File: src/rtl/multicyc_ctrl_pkg.sv
// Shared types and helpers for the EX-stage multi-cycle HI/LO sequencer.
// MULTICYC_ACCUM_EN adds the ACC state and makes MADD/MADDU/MSUB/MSUBU multi-cycle.
package cpu_defs;

  typedef enum logic [3:0] {
    OP_NOP, OP_ADD, OP_MFHI, OP_MFLO,
    OP_MULT, OP_MULTU, OP_DIV, OP_DIVU,
    OP_MTHI, OP_MTLO,
    OP_MADD, OP_MADDU, OP_MSUB, OP_MSUBU
  } oper_t;

  typedef enum logic [2:0] {
    ST_IDLE, ST_MUL, ST_DIV, ST_DONE
`ifdef MULTICYC_ACCUM_EN
    , ST_ACC
`endif
  } multicyc_state_t;

  localparam int MUL_CYC_DEFAULT = 2;
  localparam int DIV_ITER        = 32;

  function automatic logic is_accum_op(oper_t op);
    return op == OP_MADD || op == OP_MADDU || op == OP_MSUB || op == OP_MSUBU;
  endfunction

  function automatic logic is_div_op(oper_t op);
    return op == OP_DIV || op == OP_DIVU;
  endfunction

  function automatic logic is_signed_op(oper_t op);
    return op == OP_MULT || op == OP_DIV || op == OP_MADD || op == OP_MSUB;
  endfunction

  function automatic logic is_multicyc_op(oper_t op);
    logic mc;
    mc = op == OP_MULT || op == OP_MULTU || is_div_op(op);
`ifdef MULTICYC_ACCUM_EN
    mc = mc || is_accum_op(op);
`endif
    return mc;
  endfunction

endpackage

File: src/rtl/multicyc_ctrl_div_iter.sv
// One restoring-division step: shift in the next dividend bit, subtract the divisor if it fits.
// Purely combinational; the sequencer owns the remainder and quotient registers.
module div_iter (
  input  logic [32:0] rem_in,
  input  logic [31:0] divisor,
  input  logic [31:0] quo_in,
  output logic [32:0] rem_out,
  output logic [31:0] quo_out
);
  logic [33:0] shifted;
  logic        fits;

  assign shifted = {rem_in, quo_in[31]};
  assign fits    = shifted >= {2'b00, divisor};
  assign rem_out = fits ? 33'(shifted - {2'b00, divisor}) : shifted[32:0];
  assign quo_out = {quo_in[30:0], fits};
endmodule

File: src/rtl/multicyc_ctrl.sv
// EX-stage HI/LO sequencer: fixed-latency MULT, 32-step DIV, single HI/LO write, MTHI/MTLO pass-through.
// Define MULTICYC_ACCUM_EN to add MADD/MADDU/MSUB/MSUBU through an extra ACC state.
module multicyc_ctrl
  import cpu_defs::*;
#(
  parameter int MUL_CYC = MUL_CYC_DEFAULT
) (
  input  logic        clk,
  input  logic        rst,
  input  logic        flush,
  input  logic        req_valid,
  input  oper_t       req_op,
  input  logic [31:0] req_reg0,
  input  logic [31:0] req_reg1,
  input  logic [63:0] req_hilo,
  input  logic        accept,
  output logic        resp_ready,
  output logic        resp_hilo_we,
  output logic [63:0] resp_hilo,
  output logic        busy
);
  multicyc_state_t    state;
  logic [4:0]         cnt;
  logic [63:0]        res;
  logic [32:0]        rem;
  logic [31:0]        quo;
  logic [31:0]        dsr;
  logic               neg_q;
  logic               neg_r;
  logic [32:0]        rem_nx;
  logic [31:0]        quo_nx;
  logic               sgn;
  logic               launch;
  logic [31:0]        abs0;
  logic [31:0]        abs1;
  logic signed [63:0] ma;
  logic signed [63:0] mb;
  logic signed [63:0] prod;
`ifdef MULTICYC_ACCUM_EN
  logic [63:0]        hilo_lat;
  logic               acc_op;
  logic               acc_sub;
`endif

  assign sgn    = is_signed_op(req_op);
  assign launch = req_valid && !flush && is_multicyc_op(req_op);
  assign abs0   = (sgn && req_reg0[31]) ? -req_reg0 : req_reg0;
  assign abs1   = (sgn && req_reg1[31]) ? -req_reg1 : req_reg1;
  assign ma     = sgn ? {{32{req_reg0[31]}}, req_reg0} : {32'd0, req_reg0};
  assign mb     = sgn ? {{32{req_reg1[31]}}, req_reg1} : {32'd0, req_reg1};
  assign prod   = ma * mb;

  div_iter u_div_iter (
    .rem_in  (rem),
    .divisor (dsr),
    .quo_in  (quo),
    .rem_out (rem_nx),
    .quo_out (quo_nx)
  );

  always_ff @(posedge clk) begin
    if (rst || flush) begin
      state <= ST_IDLE;
      cnt   <= '0;
      res   <= '0;
      rem   <= '0;
      quo   <= '0;
      dsr   <= '0;
      neg_q <= 1'b0;
      neg_r <= 1'b0;
`ifdef MULTICYC_ACCUM_EN
      hilo_lat <= '0;
      acc_op   <= 1'b0;
      acc_sub  <= 1'b0;
`endif
    end else begin
      case (state)
        ST_IDLE: begin
          if (launch) begin
            if (is_div_op(req_op)) begin
              // Pre-load the divide-by-zero answer; overwritten at the end when the divisor is non-zero.
              res   <= {req_reg0, 32'hFFFF_FFFF};
              rem   <= '0;
              quo   <= abs0;
              dsr   <= abs1;
              neg_q <= sgn && (req_reg0[31] ^ req_reg1[31]);
              neg_r <= sgn && req_reg0[31];
              cnt   <= 5'(DIV_ITER - 1);
              state <= ST_DIV;
            end else begin
              res   <= prod;
              cnt   <= 5'(MUL_CYC - 1);
              state <= ST_MUL;
`ifdef MULTICYC_ACCUM_EN
              hilo_lat <= req_hilo;
              acc_op   <= is_accum_op(req_op);
              acc_sub  <= req_op == OP_MSUB || req_op == OP_MSUBU;
`endif
            end
          end
        end
        ST_MUL: begin
          if (cnt == 5'd0) begin
`ifdef MULTICYC_ACCUM_EN
            state <= acc_op ? ST_ACC : ST_DONE;
`else
            state <= ST_DONE;
`endif
          end else begin
            cnt <= cnt - 5'd1;
          end
        end
        ST_DIV: begin
          rem <= rem_nx;
          quo <= quo_nx;
          cnt <= cnt - 5'd1;
          if (cnt == 5'd0) begin
            state <= ST_DONE;
            if (dsr != 32'd0)
              res <= {neg_r ? -rem_nx[31:0] : rem_nx[31:0], neg_q ? -quo_nx : quo_nx};
          end
        end
`ifdef MULTICYC_ACCUM_EN
        ST_ACC: begin
          res   <= acc_sub ? hilo_lat - res : hilo_lat + res;
          state <= ST_DONE;
        end
`endif
        ST_DONE: begin
          if (accept)
            state <= ST_IDLE;
        end
        default: state <= ST_IDLE;
      endcase
    end
  end

  always_comb begin
    resp_ready   = 1'b1;
    resp_hilo_we = 1'b0;
    resp_hilo    = '0;
    case (state)
      ST_IDLE: begin
        if (launch) begin
          resp_ready = 1'b0;
        end else if (req_op == OP_MTHI) begin
          resp_hilo    = {req_reg0, req_hilo[31:0]};
          resp_hilo_we = req_valid && !flush;
        end else if (req_op == OP_MTLO) begin
          resp_hilo    = {req_hilo[63:32], req_reg0};
          resp_hilo_we = req_valid && !flush;
        end
      end
      ST_DONE: begin
        resp_hilo    = res;
        resp_hilo_we = !flush;
      end
      default: resp_ready = 1'b0;
    endcase
  end

  assign busy = state != ST_IDLE;
endmodule

File: config.mk
export PLATFORM = sky130hd
export DESIGN_NAME = multicyc_ctrl
export DESIGN_NICKNAME = d
export VERILOG_FILES = /design/src/rtl/multicyc_ctrl_pkg.sv /design/src/rtl/multicyc_ctrl_div_iter.sv /design/src/rtl/multicyc_ctrl.sv
export SDC_FILE = /design/constraint.sdc
export NUM_CORES = 2
export LEC_CHECK = 0
export CORE_ASPECT_RATIO = 1.1
export CORE_UTILIZATION = 60
export CTS_CLUSTER_SIZE = 25
export DETAILED_ROUTE_END_ITERATION = 6
export GPL_ROUTABILITY_DRIVEN = 0
export PLACE_DENSITY = 0.83
export SETUP_SLACK_MARGIN = 0.5
export SYNTH_ARGS = -nofsm -noshare
export SYNTH_HDL_FRONTEND = slang
export SYNTH_SLANG_ARGS = --single-unit
export TNS_END_PERCENT = 1
File: constraint.sdc
create_clock -name clk -period 36.7 [get_ports clk]
set_input_delay 7.34 -clock clk [delete_from_list [all_inputs] [get_ports clk]]
set_output_delay 7.34 -clock clk [all_outputs]
set_load 0.01 [all_outputs]
==> flow_metrics.py <==
metrics = {
    "status": {
        "status": "complete, but fails checks",
        "violations": "DRC",
    },
    "die": {
        "die-width_um": 308.9,
        "ios": 204,
        "dieHeight_um": 339.6,
        "core_area_sq_um": 102500,
        "die-area_sq_um": 104900,
        "initial_core_util": 0.6067,
        "rows": 123,
    },
    "critical_path": {
        "path_depth": 35,
        "ff2ff_path_depth": 18,
        "critPathBufInv": 7,
        "cp_max_fo": 40,
        "path_delay_family": "adder cells",
        "worstPathRequired_ps": 37040,
        "cp-end-kind": "register",
        "critical_path.slowest_cell": "and2_2",
        "cp_common_cell": "fa_1",
        "cpPeakStageDelay_ps": 930,
        "cp.arrival_ps": 18910,
        "cp-start-kind": "input pin",
        "worstSetupPathType": "input pin to register",
    },
    "synth": {
        "yosys_warnings": 0,
        "synth_top_area_frac": 0.4578,
        "synth_cell_type_count": 98,
        "synth_area_leaders": "fa_1 46%, inv_1 9.8%, ha_1 7.9%",
        "syn_area_sq_um": 62180,
        "synth-edff-count": 0,
        "netlist_instances": 7149,
        "yosysTopAreaCell": "fa_1",
        "synthArstFlopShare": 0,
        "synth_ff_type": "dfxtp_1",
        "avgSynthCellArea_sq_um": 8.698,
        "synth_seq_cells": 170,
        "syn_nets": 9100,
        "synth-seq-area-share": 0.05473,
    },
    "min_path": {
        "min_path_type": "register to register",
        "min_path_cells": 2,
    },
    "global_route": {
        "grt_pass1_wl_um": 309900,
        "grt_overflow": 0,
        "grt_pass1_vias": 55359,
        "antenna_found_initial": 19,
        "grt_use_total": 0.3897,
        "grt_start_max_net_pins": 97,
    },
    "routing": {
        "vias_per_cell": 6.165,
        "vias": 51945,
        "wl_per_cell_um": 23.81,
        "wl_um": 200600,
        "drtPass1Iterations": 7,
        "drc": 1,
        "postRouteAntennaNets": 0,
        "drtIter0Drc": 6209,
    },
    "clocking": {
        "clock_latency_ps": 460,
        "cts_tree": "yes",
        "htreeDepth": 4,
        "cts.clk_slew.worst_paths_ps": 80,
        "cts_root_buffer": "clkbuf_16",
        "clock_sinks": 170,
        "hold_buffers": 0,
        "cts.path.max_buffers": 2,
        "cts_resized": 0,
        "postCtsSetupBuffers": 0,
        "cts_buffers": 17,
    },
    "cells_and_area": {
        "drive_gt1_frac": 0.04160,
        "post-route-util": 0.6379,
        "final_cell_count_no_fill": 8426,
        "area_growth_pct": 5.157,
        "nets": 8983,
        "final_area_sq_um": 65390,
    },
    "timing": {
        "max_slew_margin": 0.09878,
        "rsz0062_at_grt": "false",
        "skew_ps": 13.40,
        "drv_slew": 0,
        "timing.setup.tns_ps": 0,
        "period_share": 0.5060,
        "maxClockFrequency_ghz": 0.05385,
        "period_minus_slack_ps": 18570,
        "hold_viol_final": 0,
        "setup_violations": 0,
        "worstMarginPinSlew_ps": 1335,
    },
    "place": {
        "place_area_sq_um": 64790,
        "place_inst": 8388,
        "dp_hpwl_um": 152200,
        "numPortBuffers": 203,
    },
    "flow_run": {
        "cap_violations": 0,
    },
}
-- cells by family (layout without fill, tap and decap cells) --
family	count (synthesis)	in the layout	share of synthesized area
AO/OA/AOI/OAI	838	838	0.08892
XOR/XNOR	240	240	0.03381
adder cells (fa/ha/maj)	1817	1817	0.5372
buffers and inverters	2054	1948	0.1250
flip-flops	170	170	0.05473
multiplexers	83	83	0.01465
other	0	8	0
AND/OR/NAND/NOR	1947	1947	0.1457
-- flip-flops by register name (all words and copies together), names as in the netlist --
| name | cells |
|---|---|
| state | 2 |
| dsr | 32 |
| quo | 32 |
| res | 64 |
| cnt | 5 |
| neg_q | 1 |
| rem | 33 |
| neg_r | 1 |
-- cells in the mapped netlist (30+ instances only) --
library cell	n
nor3_1	50
inv_1	1626
and3_1	36
and2_1	386
a211oi_1	51
xor2_1	102
a21o_1	54
or3_1	30
nor2_1	322
o21ai_0	154
xnor2_1	138
fa_1	1422
buf_1	64
nand3_1	44
dfxtp_1	170
ha_1	392
clkbuf_1	345
mux2_2	64
a22oi_1	85
a21oi_1	245
nand2_1	943
-- worst min-delay path: cells and delay by family, from the launching register on --
family	cells	cell delay (ps)
simple gates	1	50
flops	1	320
compound gates	1	50
-- per-stage QoR --
step                      hold slack, ps  worst slack [ps]
after floorplan                    422.9             19770
after global placement             449.4             18130
after detailed placement           448.7             17850
after CTS                          456.9             18290
after global routing               483.9             17620
final                              462.8             18130
-- path summary, 6_finish.rpt --
check                                       endpoint  slack (ps)                start
worst max-delay path            res[58]$_SDFFE_PP0P_       18130            req_op[3]
worst min-delay path              neg_q$_SDFFE_PP0P_         460   neg_q$_SDFFE_PP0P_
worst max register to register  res[46]$_SDFFE_PP0P_       30450  dsr[1]$_SDFFE_PP0P_
worst min register to register    neg_q$_SDFFE_PP0P_         460   neg_q$_SDFFE_PP0P_
-- final cells by class --
| type | instances | area (sq um) |
|---|---|---|
| Inverter | 1627 | 6110 |
| Sequential cell | 170 | 3403 |
| Fill cell | 8002 | 37110 |
| Timing Repair Buffer | 291 | 2507 |
| Multi-Input combinational cell | 4925 | 51050 |
| Clock buffer | 18 | 439.2 |
| Clock inverter | 12 | 136.4 |
| Antenna cell | 8 | 20.02 |
| Tap cell | 1375 | 1720 |
-- placed cells by master, fill, tap and decap left out, types with 64 or more instances in the layout --
cell             Yosys  layout
buf_4                2      88
nor2_1             322     318
o21ai_0            154     154
xor2_1             102     102
mux2_2              64      64
a21oi_1            245     245
nand2_1            943     941
clkdlybuf4s50_1      0     166
xnor2_1            138     138
fa_1              1422    1422
a22oi_1             85      85
and2_1             386     384
ha_1               392     389
inv_1             1626    1626
dfxtp_1            170     170
-- routing by layer --
layer | up-vias | share of wire | global-route usage
met4 | 18 | 0.090 | 0.2850
met5 | - | 0.00065 | 0.001824
met3 | 1235 | 0.14 | 0.1269
li1 | 21347 | - | -
met2 | 3816 | 0.45 | 0.6153
met1 | 25529 | 0.32 | 0.4426
Power is left out: the tool's default activity adds up to more than one toggle a clock period on the data nets, which glitch-free logic cannot reach.
